## config.mk

```make
export PLATFORM = sky130hd
export DESIGN_NAME = macguffin_arbiter
export DESIGN_NICKNAME = d
export VERILOG_FILES = /design/src/rtl/macguffin_pkg.sv /design/src/rtl/macguffin_tag_fifo.sv /design/src/rtl/macguffin_arbiter.sv
export SDC_FILE = /design/constraint.sdc
export NUM_CORES = 1
export LEC_CHECK = 0
export CAP_MARGIN = 5
export CORE_AREA = 8 8 176 178
export CTS_CLUSTER_SIZE = 28
export DETAILED_ROUTE_END_ITERATION = 10
export DIE_AREA = 0 0 184 186
export PLACE_DENSITY = 0.68
export SLEW_MARGIN = 20
export SYNTH_ARGS = -nofsm -noshare
export SYNTH_HDL_FRONTEND = slang
export SYNTH_SLANG_ARGS = --single-unit
```

## constraint.sdc

```tcl
create_clock -name clk -period 8.75 [get_ports clk]
set_input_delay 0.875 -clock clk [delete_from_list [all_inputs] [get_ports clk]]
set_output_delay 0.875 -clock clk [all_outputs]
set_load 0.01 [all_outputs]
```

## src/rtl/macguffin_pkg.sv

```systemverilog
// Shared types and helpers for the MacGuffin arbiter slice.
package macguffin_pkg;

    localparam int unsigned BLOCK_W = 64;

    typedef logic [BLOCK_W-1:0] block_t;

    // Width of a requester index; never narrower than one bit.
    function automatic int unsigned req_idx_w(input int unsigned n);
        return (n > 1) ? $clog2(n) : 1;
    endfunction

endpackage

```

## src/rtl/macguffin_tag_fifo.sv

```systemverilog
// In-order FIFO of requester tags for blocks in flight inside the core.
module macguffin_tag_fifo #(
    parameter int unsigned WIDTH = 2,
    parameter int unsigned DEPTH = 8
) (
    input  logic             clk,
    input  logic             rst,
    input  logic             push_i,
    input  logic [WIDTH-1:0] din_i,
    input  logic             pop_i,
    output logic             full_o,
    output logic             empty_o,
    output logic [WIDTH-1:0] head_o
);
    localparam int unsigned PtrW = $clog2(DEPTH);
    localparam int unsigned CntW = PtrW + 1;

    logic [WIDTH-1:0] mem_q [DEPTH];
    logic [PtrW-1:0]  wr_ptr_q, rd_ptr_q;
    logic [CntW-1:0]  cnt_q, cnt_d;
    logic             push_en, pop_en;

    assign empty_o = (cnt_q == '0);
    assign full_o  = (cnt_q == CntW'(DEPTH));
    assign head_o  = mem_q[rd_ptr_q];
    assign pop_en  = pop_i & ~empty_o;
    // A full FIFO still accepts a push when a pop frees the slot in the same cycle.
    assign push_en = push_i & (~full_o | pop_en);

    // Occupancy next-state; simultaneous push and pop leaves it unchanged.
    always_comb begin
        cnt_d = cnt_q;
        unique case ({push_en, pop_en})
            2'b10:   cnt_d = cnt_q + 1'b1;
            2'b01:   cnt_d = cnt_q - 1'b1;
            default: cnt_d = cnt_q;
        endcase
    end

    // Pointer and count state; power-of-two depth lets pointers wrap naturally.
    always_ff @(posedge clk or posedge rst) begin
        if (rst) begin
            wr_ptr_q <= '0;
            rd_ptr_q <= '0;
            cnt_q    <= '0;
        end else begin
            if (push_en) wr_ptr_q <= wr_ptr_q + 1'b1;
            if (pop_en)  rd_ptr_q <= rd_ptr_q + 1'b1;
            cnt_q <= cnt_d;
        end
    end

    // Tag storage; contents are don't-care while the slot is unoccupied.
    always_ff @(posedge clk) begin
        if (push_en) mem_q[wr_ptr_q] <= din_i;
    end

endmodule

```

## src/rtl/macguffin_arbiter.sv

```systemverilog
// Round-robin sharing of one MacGuffin core between N_REQ stream requesters,
// with in-order routing of ciphertext back to the issuing requester.
module macguffin_arbiter
    import macguffin_pkg::*;
#(
    parameter int unsigned N_REQ     = 4,
    parameter int unsigned TAG_DEPTH = 8
) (
    input  logic                     clk,
    input  logic                     rst,
    input  logic                     key_ready,
    input  logic [N_REQ*BLOCK_W-1:0] s_req_tdata,
    input  logic [N_REQ-1:0]         s_req_tvalid,
    output logic [N_REQ-1:0]         s_req_tready,
    output logic [BLOCK_W-1:0]       m_rsp_tdata,
    output logic [N_REQ-1:0]         m_rsp_tvalid,
    input  logic [N_REQ-1:0]         m_rsp_tready,
    output logic [BLOCK_W-1:0]       core_tdata,
    output logic                     core_tvalid,
    input  logic                     core_tready,
    input  logic [BLOCK_W-1:0]       core_rsp_tdata,
    input  logic                     core_rsp_tvalid,
    output logic                     core_rsp_tready,
    output logic                     err_orphan
);
    localparam int unsigned IdxW = req_idx_w(N_REQ);

    typedef enum logic [0:0] {StIdle, StSend} state_e;

    state_e          state_q;
    logic [IdxW-1:0] win_q, rr_q, rr_next, pick, head;
    block_t          data_q;
    block_t          req_data [N_REQ];
    logic            any_valid, fifo_full, fifo_empty, push, pop, err_q;
    int unsigned     cand;

    // Unpack the flat request bus into per-requester blocks.
    always_comb begin
        for (int unsigned i = 0; i < N_REQ; i++) begin
            req_data[i] = s_req_tdata[BLOCK_W*i +: BLOCK_W];
        end
    end

    // Round-robin search: walk offsets downward so the nearest valid from rr_q wins last.
    always_comb begin
        any_valid = 1'b0;
        pick      = '0;
        cand      = 0;
        for (int unsigned k = N_REQ; k > 0; k--) begin
            cand = (32'(rr_q) + k - 1) % N_REQ;
            if (s_req_tvalid[IdxW'(cand)]) begin
                any_valid = 1'b1;
                pick      = IdxW'(cand);
            end
        end
    end

    assign rr_next = (32'(win_q) == N_REQ - 1) ? '0 : win_q + 1'b1;

    // Request FSM: latch winner and its block, then hold it to the core until accepted.
    always_ff @(posedge clk or posedge rst) begin
        if (rst) begin
            state_q <= StIdle;
            win_q   <= '0;
            rr_q    <= '0;
            data_q  <= '0;
        end else begin
            unique case (state_q)
                StIdle: begin
                    if (key_ready && !fifo_full && any_valid) begin
                        state_q <= StSend;
                        win_q   <= pick;
                        data_q  <= req_data[pick];
                    end
                end
                StSend: begin
                    // key_ready is not consulted here: a started block always completes.
                    if (core_tready) begin
                        state_q <= StIdle;
                        rr_q    <= rr_next;
                    end
                end
                default: state_q <= StIdle;
            endcase
        end
    end

    assign core_tvalid = (state_q == StSend);
    assign core_tdata  = data_q;
    assign push        = core_tvalid & core_tready;

    // Requester handshake completes in the same cycle the core accepts its block.
    always_comb begin
        s_req_tready = '0;
        if (push) s_req_tready[win_q] = 1'b1;
    end

    macguffin_tag_fifo #(
        .WIDTH (IdxW),
        .DEPTH (TAG_DEPTH)
    ) u_tag_fifo (
        .clk     (clk),
        .rst     (rst),
        .push_i  (push),
        .din_i   (win_q),
        .pop_i   (pop),
        .full_o  (fifo_full),
        .empty_o (fifo_empty),
        .head_o  (head)
    );

    assign m_rsp_tdata     = core_rsp_tdata;
    assign core_rsp_tready = ~fifo_empty & m_rsp_tready[head];
    assign pop             = core_rsp_tvalid & core_rsp_tready;

    // Steer response valid to the requester at the head of the tag FIFO.
    always_comb begin
        m_rsp_tvalid = '0;
        if (!fifo_empty) m_rsp_tvalid[head] = core_rsp_tvalid;
    end

    // Sticky flag for core output that no outstanding tag can account for.
    always_ff @(posedge clk or posedge rst) begin
        if (rst) begin
            err_q <= 1'b0;
        end else if (core_rsp_tvalid && fifo_empty) begin
            err_q <= 1'b1;
        end
    end

    assign err_orphan = err_q;

endmodule

```

-- Word level (Yosys, flattened, before mapping)
Memories as Yosys holds them, arrays and structs flattened.
Index checks and enable logic that the tools add are counted.
- bits in registers: 80
- RAM bits: 16
- input bits: 333
- output and inout bits: 139
- memories kept: 1
- $add $sub $neg: 13
- magnitude comparators: 9
- equal/unequal tests: 4
- multiplexer cells: 34
- bitwise operators: 11
- reductions and logical operators: 10
- memory list (name ; words ; width ; read ports ; clocked after memory_dff ; write ports ; line ; text):
    u_tag_fifo.mem_q ; 8 ; 2 ; 1 ; 0 ; 1 ; macguffin_tag_fifo.sv:18 ; logic [WIDTH-1:0] mem_q [DEPTH];
- operator list (cell ; count):
    binary-select mux 64 bit (select 2 bit) ; 1
    two-way mux 64 bit ; 2
    less-than comparator 2 x 3 -> 1 bit (second input constant) ; 6
    two-way mux 1 bit ; 15
    binary-select mux 1 bit (select 2 bit) ; 5
    two-way mux 2 bit ; 5
    two-way mux 4 bit ; 2
    case mux 4 bit (2 select lines) ; 1
    subtractor 2 x 1 -> 2 bit (second input constant) ; 4
    adder 2 x 1 -> 2 bit (second input constant) ; 3
    adder 3 x 1 -> 3 bit (second input constant) ; 2
    AND 1 bit ; 5
    logical AND 1 bit ; 5
    adder 2 bit (second input constant) ; 2
    adder 4 x 1 -> 4 bit (second input constant) ; 1
    AND 4 bit ; 1
    demux 1 bit (select 2 bit) ; 2
    equality test 2 bit (second input constant) ; 2
    equality test 4 bit (second input constant) ; 1
    greater-or-equal comparator 2 x 1 -> 1 bit (second input constant) ; 2
    logical NOT 4 bit ; 1
    AND reduction 2 bit ; 2
    subtractor 4 x 1 -> 4 bit (second input constant) ; 1
    greater-or-equal comparator 3 bit (second input constant) ; 1
    other kinds (7) ; 9

-- Depth between registers and ports, before layout
Gate-level depths: netlist (run 1).
- depth after elaboration: 12
- depth in mapped cells: 12
- gate-level depth less buffers: 11

-- Cells and area by module
Synthesis (run 1) repeated with hierarchy kept, for this count alone.
- cells, all modules: 728
- area total of the unflattened synthesis: 6950.4 um^2
- by module, submodules not included (module ; times used ; cells an instance ; area an instance (um^2) ; seq. area each (um^2)):
    macguffin_arbiter ; 1 ; 638 ; 5685.5 ; 1751.7
    macguffin_tag_fifo ; 1 ; 90 ; 1265.0 ; 730.7

-- Least setup slack after synthesis (run 1)
No wires, ideal clock.
- kind: register to register
- from: reg u_tag_fifo.rd_ptr_q[0]
- to: reg u_tag_fifo.cnt_q[3]
- setup time: 120 ps
- data arrival time: 3026 ps
- data required time: 8630 ps
- slack: 5604 ps
- stages on the path, launching flop included: 13
- period minus slack after synthesis: 3146 ps
- cell sequence: dfrtp_1 > buf_6 > mux2_1 > mux4_2 > mux4_2 > nand3_1 > inv_1 > ha_1 > a21o_1 > a21oi_1 > a21oi_2 > and2b_1 > a2bb2oi_2
- longest elaborated chain between the ends: 10
- ends and longest elaborated chain (what ; line ; text):
    start, declared ; macguffin_tag_fifo.sv:19 ; logic [PtrW-1:0] wr_ptr_q, rd_ptr_q;
    start signal, assigned ; macguffin_tag_fifo.sv:48 ; if (pop_en) rd_ptr_q <= rd_ptr_q + 1'b1;
    memory (8 x 2 bit) (*) ; -- ;
    binary-select mux 1 bit (select 2 bit) (*) ; macguffin_arbiter.sv:113 ; assign core_rsp_tready = ~fifo_empty & m_rsp_tready[head];
    two-way mux 1 bit (not written as such) (*) ; macguffin_arbiter.sv:113 ;
    AND 1 bit (*) ; macguffin_arbiter.sv:113 ;
    AND 1 bit (*) ; macguffin_arbiter.sv:114 ; assign pop = core_rsp_tvalid & core_rsp_tready;
    AND 1 bit (*) ; macguffin_tag_fifo.sv:26 ; assign pop_en = pop_i & ~empty_o;
    bitwise OR 1 bit ; macguffin_tag_fifo.sv:28 ; assign push_en = push_i & (~full_o | pop_en);
    AND 1 bit ; macguffin_tag_fifo.sv:28 ;
    equality test 2 x 1 -> 1 bit / equality test 2 bit (equally long branches) ; macguffin_tag_fifo.sv:33 ; unique case ({push_en, pop_en})
    case mux 4 bit (2 select lines) / nonzero test 2 bit (equally long branches) ; -- ;
    end signal, assigned ; macguffin_tag_fifo.sv:49 ; cnt_q <= cnt_d;
    end, declared ; macguffin_tag_fifo.sv:20 ; logic [CntW-1:0] cnt_q, cnt_d;
Mark *: on every way between the ends. The rest lies on a longest branch, timed or not. The select of a mux whose other input is x is not followed.
A chain may end at the register's enable or synchronous reset.

-- Worst setup path in the final report (run 1)
- from: reg u_tag_fifo.rd_ptr_q[0]
- to: out core_rsp_tready
- longest elaborated chain between the ends: 4
- ends and longest elaborated chain (what ; line ; text):
    memory (8 x 2 bit) ; -- ;
    binary-select mux 1 bit (select 2 bit) ; macguffin_arbiter.sv:113 ;
    two-way mux 1 bit (not written as such) ; macguffin_arbiter.sv:113 ;
    AND 1 bit ; macguffin_arbiter.sv:113 ;
    end, declared ; macguffin_arbiter.sv:23 ; output logic core_rsp_tready,
No other way between the ends. The select of a mux whose other input is x is not followed.

==> flow_summary.ini, run 1 <==
[status]
outcome = finished clean

[route]
drt_wl_total_mm = 22.9
wl_met1_mm = 8.46
viasPerCell = 4.38
first_iter_violations = 165
dr.pass1.iters = 4
ant_nets = 0
wl_met2_mm = 11.3
dr.max_layer_used = met4
wl_met3_mm = 2.25
route.detailed.drc = 0
wire_per_inst_um = 19.0
vias = 5271

[global_route]
grt_start_max_net_pins = 62
antenna_found_initial = 0
grt_pass1_vias = 6001
grt-ovfl-total = 0
grtUsageTotal_pct = 13.3
grt_pass1_wl_mm = 34.8

[yosys]
synth_edf_count = 16
syn_avg_cell_area_um2 = 12.0
ys_types = 44
ys_seq_elements = 96
synth-seq-area-share_pct = 37.8
yosysTopAreaCell = dfrtp_1
netlist_top_cells_area = dfrtp_1, mux2i_1, mux2_2
yosysWarnings = 0
yosysTopAreaCellShare_pct = 30.5
synthFlopType = dfrtp_1
async_reset_ff_share_pct = 83.3
syn-instance-count = 548
synth_nets = 890
synth_area_um2 = 6560

[critical_path]
worstSetupStartpointType = register
reg2reg_to = u_tag_fifo.cnt_q[3]
path_class = register to primary output
crit_slowest_cell = dfrtp_1
cp_max_fo = 8
cpPeakStageDelay_ps = 570
cp_data_arrival_time_ps = 3060
reg2reg_from = u_tag_fifo.rd_ptr_q[0]
end_kind = primary output
worstPathRequired_ps = 7880
worstRegToRegCells = 11
path_cells = mux2_2 -> mux4_2 -> mux4_2 -> nor2b_1 -> clkdlybuf4s50_1
critPathBufInv = 1
path_common_cell = mux4_2
r2r_slack_ps = 5310
critPathTopFamily = multiplexers

[placed_design]
io_buffers = 343
dp_hpwl_mm = 18.3
gp_congestion = 0.751
placed_cell_area_um2 = 9970

[worst_hold_path]
hp-start = err_orphan
hp-class = register to register
min_to = err_orphan
worstHoldPathCells = 1

[timing]
tightest_slew_ps = 1030
period_minus_slack_ps = 3930
rsz0062_at_grt = no
fin_hold_ws_ps = 483
final.period_utilization_pct = 44.9
relSlewSlack_pct = 31.4
fmax_mhz = 254
hold_violations = 0
worst_clock_skew_ps = 16.2
setup_tns_ps = 0
setup_viol = 0
slew_viol_final = 0

[floorplan]
io_pins = 472
die_area_um2 = 34200
row_count = 62
coreArea_um2 = 28200
start_util_pct = 23.2
die_width_um = 184
die_h_um = 186

[power_and_ir_drop]
switchingPower_uw = 1040
clock_power_share_pct = 14.2
p_total_uw = 2830
leakage_uw = 0.00440
p_int_uw = 1790
p_comb_share_pct = 57.0
swShare_pct = 36.7
seqPwrFrac_pct = 28.8
ir_worst_vdd_mv = 0.151
power_density_nw_per_um2 = 276

[final_layout]
areaGrowthSynthToFinish_pct = 56.3
fin_util_pct = 36.3
num_antenna_cells = 0
final_cell_mix = clkdlybuf4s50_1, mux2i_1, dfrtp_1
finalNetCount = 1157
drive_above_1_share_pct = 12.8
design_area_um2 = 10300
final_common_cell = clkdlybuf4s50_1

[clock_tree]
cts_htree_levels = 3
clk_path_buf_depth = 2
clock_latency_ps = 350
cts_root_buffer = clkbuf_16
post_cts_buffers = 0
tritoncts = built
cts_resized = 0
clk_pin_slew_ps = 90
ctsHoldBuffers = 0
cts_buffers = 9
cts.sinks = 96

[job]
drv_cap = 0
power groups by stage:
stage / clock [µW] / sequential, µW / combinational, µW
floorplan: 0 / 858 / 923
global placement: 0 / 817 / 1620
detailed placement: 0 / 825 / 1650
CTS: 423 / 821 / 1660
global route: 441 / 849 / 1750
finish: 403 / 816 / 1620
per-layer routing:
layer	vias up	global-route usage, %
met5	-	0
met4	0	5.81
met3	77	5.84
met2	222	23.1
met1	2508	13.8
li1	2464	-
cell type report:
cell class / instances / area (µm²)
fill: 2846 / 18000
timing repair buffer: 351 / 3490
multi-input combinational: 345 / 3470
sequential: 96 / 2480
tap: 384 / 480
clock buffer: 9 / 225
clock inverter: 7 / 61.3
inverter: 12 / 46.3
stage by stage:
step / instances / setup WS [ps]
after global routing: 1204 / 4680
after floorplan: 548 / 5600
after detailed placement: 1188 / 4540
after global placement: 1188 / 4600
final: 1204 / 4820
after CTS: 1204 / 4760
cell usage after synthesis, drive strengths merged, types with 4 or more instances:
master,number
a21o,4
a21oi,6
and3,5
buf,85
clkbuf,10
dfrtp,80
edfxtp,16
ha,8
inv,12
mux2,72
mux2i,195
mux4,4
nand2,7
nor2,5
nor4,4
xnor2,4
worst reg2reg max path: stages (launching register included):
cell       delay [ps]
dfrtp_1           570
mux2_2            390
mux4_2            520
mux4_2            540
nand3_1           170
inv_1              80
ha_1              270
a21o_1            170
a21oi_1           200
a21oi_2            60
and2b_1           200
a2bb2oi_2         150
state kept, by name, indices dropped and copies added, names as in the netlist:
name / count
u_tag_fifo.cnt_q: 4
u_tag_fifo.wr_ptr_q: 3
err_orphan: 1
core_tvalid: 1
rr_q: 2
u_tag_fifo.rd_ptr_q: 3
core_tdata: 64
win_q: 2
u_tag_fifo.mem_q: 16
how the worst max path moves through the flow:
stage                                      start                  end  cells after the start
final                     u_tag_fifo.rd_ptr_q[0]      core_rsp_tready                      5
after global routing      u_tag_fifo.rd_ptr_q[0]      core_rsp_tready                      5
after CTS                 u_tag_fifo.rd_ptr_q[0]      core_rsp_tready                      5
after detailed placement         s_req_tvalid[0]       core_tdata[30]                      7
after global placement           s_req_tvalid[0]       core_tdata[16]                      8
after floorplan           u_tag_fifo.rd_ptr_q[0]  u_tag_fifo.cnt_q[3]                     12
logic make-up (layout without fill, tap and decap cells):
logic type,Yosys count,in the layout,share of synthesized area [%]
buffers and inverters,107,379,9.99
adder cells (fa/ha/maj),9,9,1.83
multiplexers,271,271,43.6
AO/OA/AOI/OAI,22,22,2.76
flip-flops,96,96,37.8
AND/OR/NAND/NOR,37,37,3.22
XOR/XNOR,6,6,0.801
(Power assumes the default switching activity.)
==> run 2, diff against run 1 <==
Clock period 8.75 ns to 3.9 ns, I/O delays scaled along.
==> flow_summary.ini, run 2 (synthesis gave the netlist of run 1 again) <==
[power_and_ir_drop]
power_density_nw_per_um2 = 617
leakage_uw = 0.00446
p_int_uw = 4080
seqPwrFrac_pct = 28.4
clock_power_share_pct = 13.8
p_comb_share_pct = 57.7
swShare_pct = 36.2
switchingPower_uw = 2320
ir_worst_vdd_mv = 0.208

[route]
vias = 5235
drt_wl_total_mm = 22.5
route.detailed.drc = 0
first_iter_violations = 123
viasPerCell = 4.31
ant_nets = 0
dr.pass1.iters = 4
wire_per_inst_um = 18.6

[final_layout]
largest_reg_flops = 64
final_common_cell = clkdlybuf4s50_1
final_cell_mix = clkdlybuf4s50_1, mux2i_1, dfrtp_1
drive_above_1_share_pct = 14.0
finalNonFillerCells = 1215
areaGrowthSynthToFinish_pct = 58.0
finalNetCount = 1167

[global_route]
grt_start_max_net_pins = 49
grt_pass1_vias = 5969
grtUsageTotal_pct = 13.0
antenna_found_initial = 1
grt-ovfl-total = 0
grt_pass1_wl_mm = 34.0

[critical_path]
r2r_slack_ps = 480
path_class = register to primary output
end_kind = primary output
cp_data_arrival_time_ps = 3040
cp_max_fo = 8
worstPathRequired_ps = 3510
worstSetupStartpointType = register

[placed_design]
io_buffers = 343
gp_congestion = 0.745
dpl.cell_count = 1198
dp_hpwl_mm = 18.5

[clock_tree]
cts_resized = 0
cts_buffers = 9
clk_pin_slew_ps = 80
cts_htree_levels = 3
clock_latency_ps = 350
post_cts_buffers = 0
cts_root_buffer = clkbuf_16
cts.sinks = 96
tritoncts = built
ctsHoldBuffers = 0
clk_path_buf_depth = 2

[timing]
fmax_mhz = 291
setup_tns_ps = 0
worst_clock_skew_ps = 8.12
rsz0062_at_grt = no
relSlewSlack_pct = 48.4
slew_viol_final = 0
setup_viol = 0
tightest_slew_ps = 773
final.period_utilization_pct = 88.1
hold_violations = 0
period_minus_slack_ps = 3430

[status]
outcome = finished clean

[floorplan]
start_util_pct = 23.2
die_h_um = 186
die_width_um = 184
coreArea_um2 = 28200
io_pins = 472
die_area_um2 = 34200
row_count = 62

[job]
drv_cap = 0

[worst_hold_path]
hp-class = input pin to asynchronous set/reset pin
## run 2: area by class of cell
class,instances,area (µm²)
antenna,1,2.50
tap,384,480
timing repair buffer,361,3610
clock inverter,7,61.3
multi-input combinational,345,3470
sequential,96,2480
fill,2845,17900
clock buffer,9,225
inverter,12,46.3
## run 2: power by group through the flow
stage | Combinational (µW) | Clock [µW] | Sequential, µW
after floorplan | 2070 | 0 | 1930
after global placement | 3740 | 0 | 1820
after detailed placement | 3770 | 0 | 1840
after CTS | 3780 | 940 | 1830
after global routing | 4000 | 967 | 1900
final | 3700 | 887 | 1820
## run 2: final timing paths
path / from / end / cells past startpoint
setup / recovery: u_tag_fifo.rd_ptr_q[0] / core_rsp_tready / 5
hold / removal: rst / core_tdata[57] / 3
setup reg to reg: u_tag_fifo.rd_ptr_q[0] / u_tag_fifo.cnt_q[3] / 11
hold reg to reg: err_orphan / err_orphan / 1
max in group asynchronous: rst / win_q[0] / 3
min in group clk: err_orphan / err_orphan / 1
## run 2: per-layer routing
layer,up-vias,wire length (µm),GRT usage (%)
met3,74,2170,5.54
li1,2487,-,-
met5,-,0,0
met2,228,11200,22.7
met1,2446,8320,13.5
met4,0,837,5.94
## run 2: per-stage QoR
step           area [µm²]  setup slack (ps)  util [%]  power, µW  hold slack (ps)
5_1_grt             10400               297      36.7       6860              487
6_report            10400               465      36.7       6400              455
2_1_floorplan        6560               754         -       4000              461
3_5_place_dp        10100               480      35.7       5610              454
3_3_place_gp        10100               539      35.7       5560              441
4_1_cts             10400               418      36.7       6550              453
## run 2: critical path: stages, from the launching register on
cell,delay (ps)
dfrtp_1,570
mux2_2,380
mux4_2,510
mux4_2,540
nor2b_1,180
clkdlybuf4s50_1,510
==> run 3, diff against run 2 <==
Settings changed: ABC_AREA set to 1, CORE_AREA 8 8 176 178 to 8 8 180 182, DIE_AREA 0 0 184 186 to 0 0 188 190, HOLD_SLACK_MARGIN set to 0.1, PLACE_DENSITY 0.68 to 0.67.
==> flow_summary.ini, run 3 <==
[yosys]
synth-compound-area-share_pct = 11.4
synth_area_um2 = 6900
synth_edf_count = 16
synthFlopType = dfrtp_1
synthTopCellsByCount = nand2_1, inv_1, o21ai_0
synth.most_common_cell = nand2_1
ys_types = 29
netlist_top_cells_area = dfrtp_1, nand2_1, o21ai_0
synth_top_family_by_area = simple AND/OR/NAND/NOR gates
yosysTopAreaCellShare_pct = 29.0
ys_seq_elements = 96
syn_avg_cell_area_um2 = 6.54
yosys.area_share.simple_pct = 29.9
synth-seq-area-share_pct = 36.0
synth-adder-area-share_pct = 1.74
syn-instance-count = 1055
async_reset_ff_share_pct = 83.3
yosysWarnings = 0
synth_xor_area_share_pct = 0.744
synth_mux_area_share_pct = 0
synth_nets = 1397
yosysTopAreaCell = dfrtp_1

[critical_path]
path_class = register to register
worstSetupStartpointType = register
cpPeakStageDelay_ps = 490
r2r_slack_ps = 910
critPathBufInv = 4
crit_slowest_cell = dfrtp_1
end_kind = register
critPathTopFamily = simple AND/OR/NAND/NOR gates
cp_max_fo = 10
path_common_cell = nand2_1
path_cells = inv_2 -> nand2_1 -> nand3_1 -> nand2_1 -> nand2_1 -> nand2_1 -> nand3_1 -> nand3_1 -> nor2_1 -> nand3_1 -> inv_1 -> ha_1 -> nand2_1 -> nand2_1 -> a31oi_1 -> inv_1 -> nand4_1 -> nand3_1 -> nand2_1 -> inv_1
reg2reg_from = u_tag_fifo.rd_ptr_q[0]
cp_data_arrival_time_ps = 3230
worstPathRequired_ps = 4150
crit_path_start = u_tag_fifo.rd_ptr_q[0]

[clock_tree]
cts.sinks = 96
cts_buffers = 9
clk_pin_slew_ps = 80
clock_latency_ps = 350
tritoncts = built
cts_resized = 0
post_cts_buffers = 0
ctsHoldBuffers = 0
clk_path_buf_depth = 2
cts_htree_levels = 3
cts_root_buffer = clkbuf_16

[floorplan]
die_area_um2 = 35700
die_h_um = 190
start_util_pct = 23.5
row_count = 63
coreArea_um2 = 29400
die_width_um = 188
io_pins = 472

[route]
ant_nets = 0
drt_wl_total_mm = 24.9
viasPerCell = 4.24
wire_per_inst_um = 14.6
dr.pass1.iters = 4
first_iter_violations = 330
vias = 7244
route.detailed.drc = 0

[timing]
rsz0062_at_grt = no
period_minus_slack_ps = 2990
slew_viol_final = 0
fmax_mhz = 335
worst_clock_skew_ps = 9.50
hold_violations = 0
tightest_slew_ps = 753
final.period_utilization_pct = 76.6
setup_tns_ps = 0
fin_hold_ws_ps = 295
relSlewSlack_pct = 49.6
setup_viol = 0

[final_layout]
finalNonFillerCells = 1709
largest_reg_flops = 64
areaGrowthSynthToFinish_pct = 54.0
drive_above_1_share_pct = 3.41
final_cell_mix = nand2_1, clkdlybuf4s50_1, inv_1
fin_util_pct = 36.1
finalNetCount = 1656
final_common_cell = nand2_1
num_antenna_cells = 0

[power_and_ir_drop]
p_total_uw = 7960
power_density_nw_per_um2 = 749
ir_worst_vdd_mv = 0.345
leakage_uw = 0.00494

[global_route]
grt_pass1_wl_mm = 39.4
grt-ovfl-total = 0
antenna_found_initial = 0
grt_pass1_vias = 7519
grt_start_max_net_pins = 76
grtUsageTotal_pct = 13.7

[placed_design]
dpl.cell_count = 1693
gp_congestion = 0.856
dp_hpwl_mm = 20.1
io_buffers = 343

[job]
drv_cap = 0

[worst_hold_path]
hp-class = input pin to asynchronous set/reset pin

[status]
outcome = finished clean
[run 3: layer usage]
| layer | part of all wire, % | global-route usage [%] | vias to the layer above |
|---|---|---|---|
| li1 | - | - | 3690 |
| met1 | 41 | 15.6 | 3247 |
| met2 | 48 | 23.0 | 281 |
| met3 | 9.5 | 5.80 | 26 |
| met4 | 1.7 | 3.91 | 0 |
| met5 | 0 | 0 | - |
[run 3: cells by family after synthesis]
logic type,after synthesis
simple gates,510
buf+inv,285
compound gates,150
flops,96
fa+ha+maj,9
xor+xnor,5
[run 3: layout make-up]
| type | instances | area [µm²] |
|---|---|---|
| Clock buffer | 9 | 225 |
| Clock inverter | 7 | 101 |
| Fill cell | 3058 | 18800 |
| Inverter | 171 | 643 |
| Multi-Input combinational cell | 674 | 3040 |
| Sequential cell | 96 | 2480 |
| Tap cell | 390 | 488 |
| Timing Repair Buffer | 362 | 3640 |
[run 3: power by group]
| group | switching (µW) | total (µW) | internal, µW |
|---|---|---|---|
| Combinational | 2970 | 5150 | 2180 |
| Sequential | 310 | 1780 | 1470 |
| Clock | 447 | 1020 | 572 |
| Total | 3730 | 7960 | 4230 |
[run 3: path summary, 6_finish.rpt]
path | endpoint | cells past startpoint
worst min-delay path | core_tdata[39] | 2
worst max-delay path | u_tag_fifo.cnt_q[3] | 20
min in group clk | err_orphan | 1
worst min register to register | err_orphan | 1
max in group asynchronous | core_tdata[5] | 3
worst max register to register | u_tag_fifo.cnt_q[3] | 20
[run 3: through the flow]
stage	instance area [µm²]	worst slack (ps)
after floorplan	6900	1220
after global placement	10300	788
after detailed placement	10300	802
after CTS	10600	870
after global routing	10600	423
final	10600	911
[run 3: worst register-to-register path, delay by kind of cell (launching register included)]
kind,cells,cell delay [ps]
compound gates,1,240
flops,1,490
simple gates,14,1440
buf+inv,4,440
fa+ha+maj,1,270
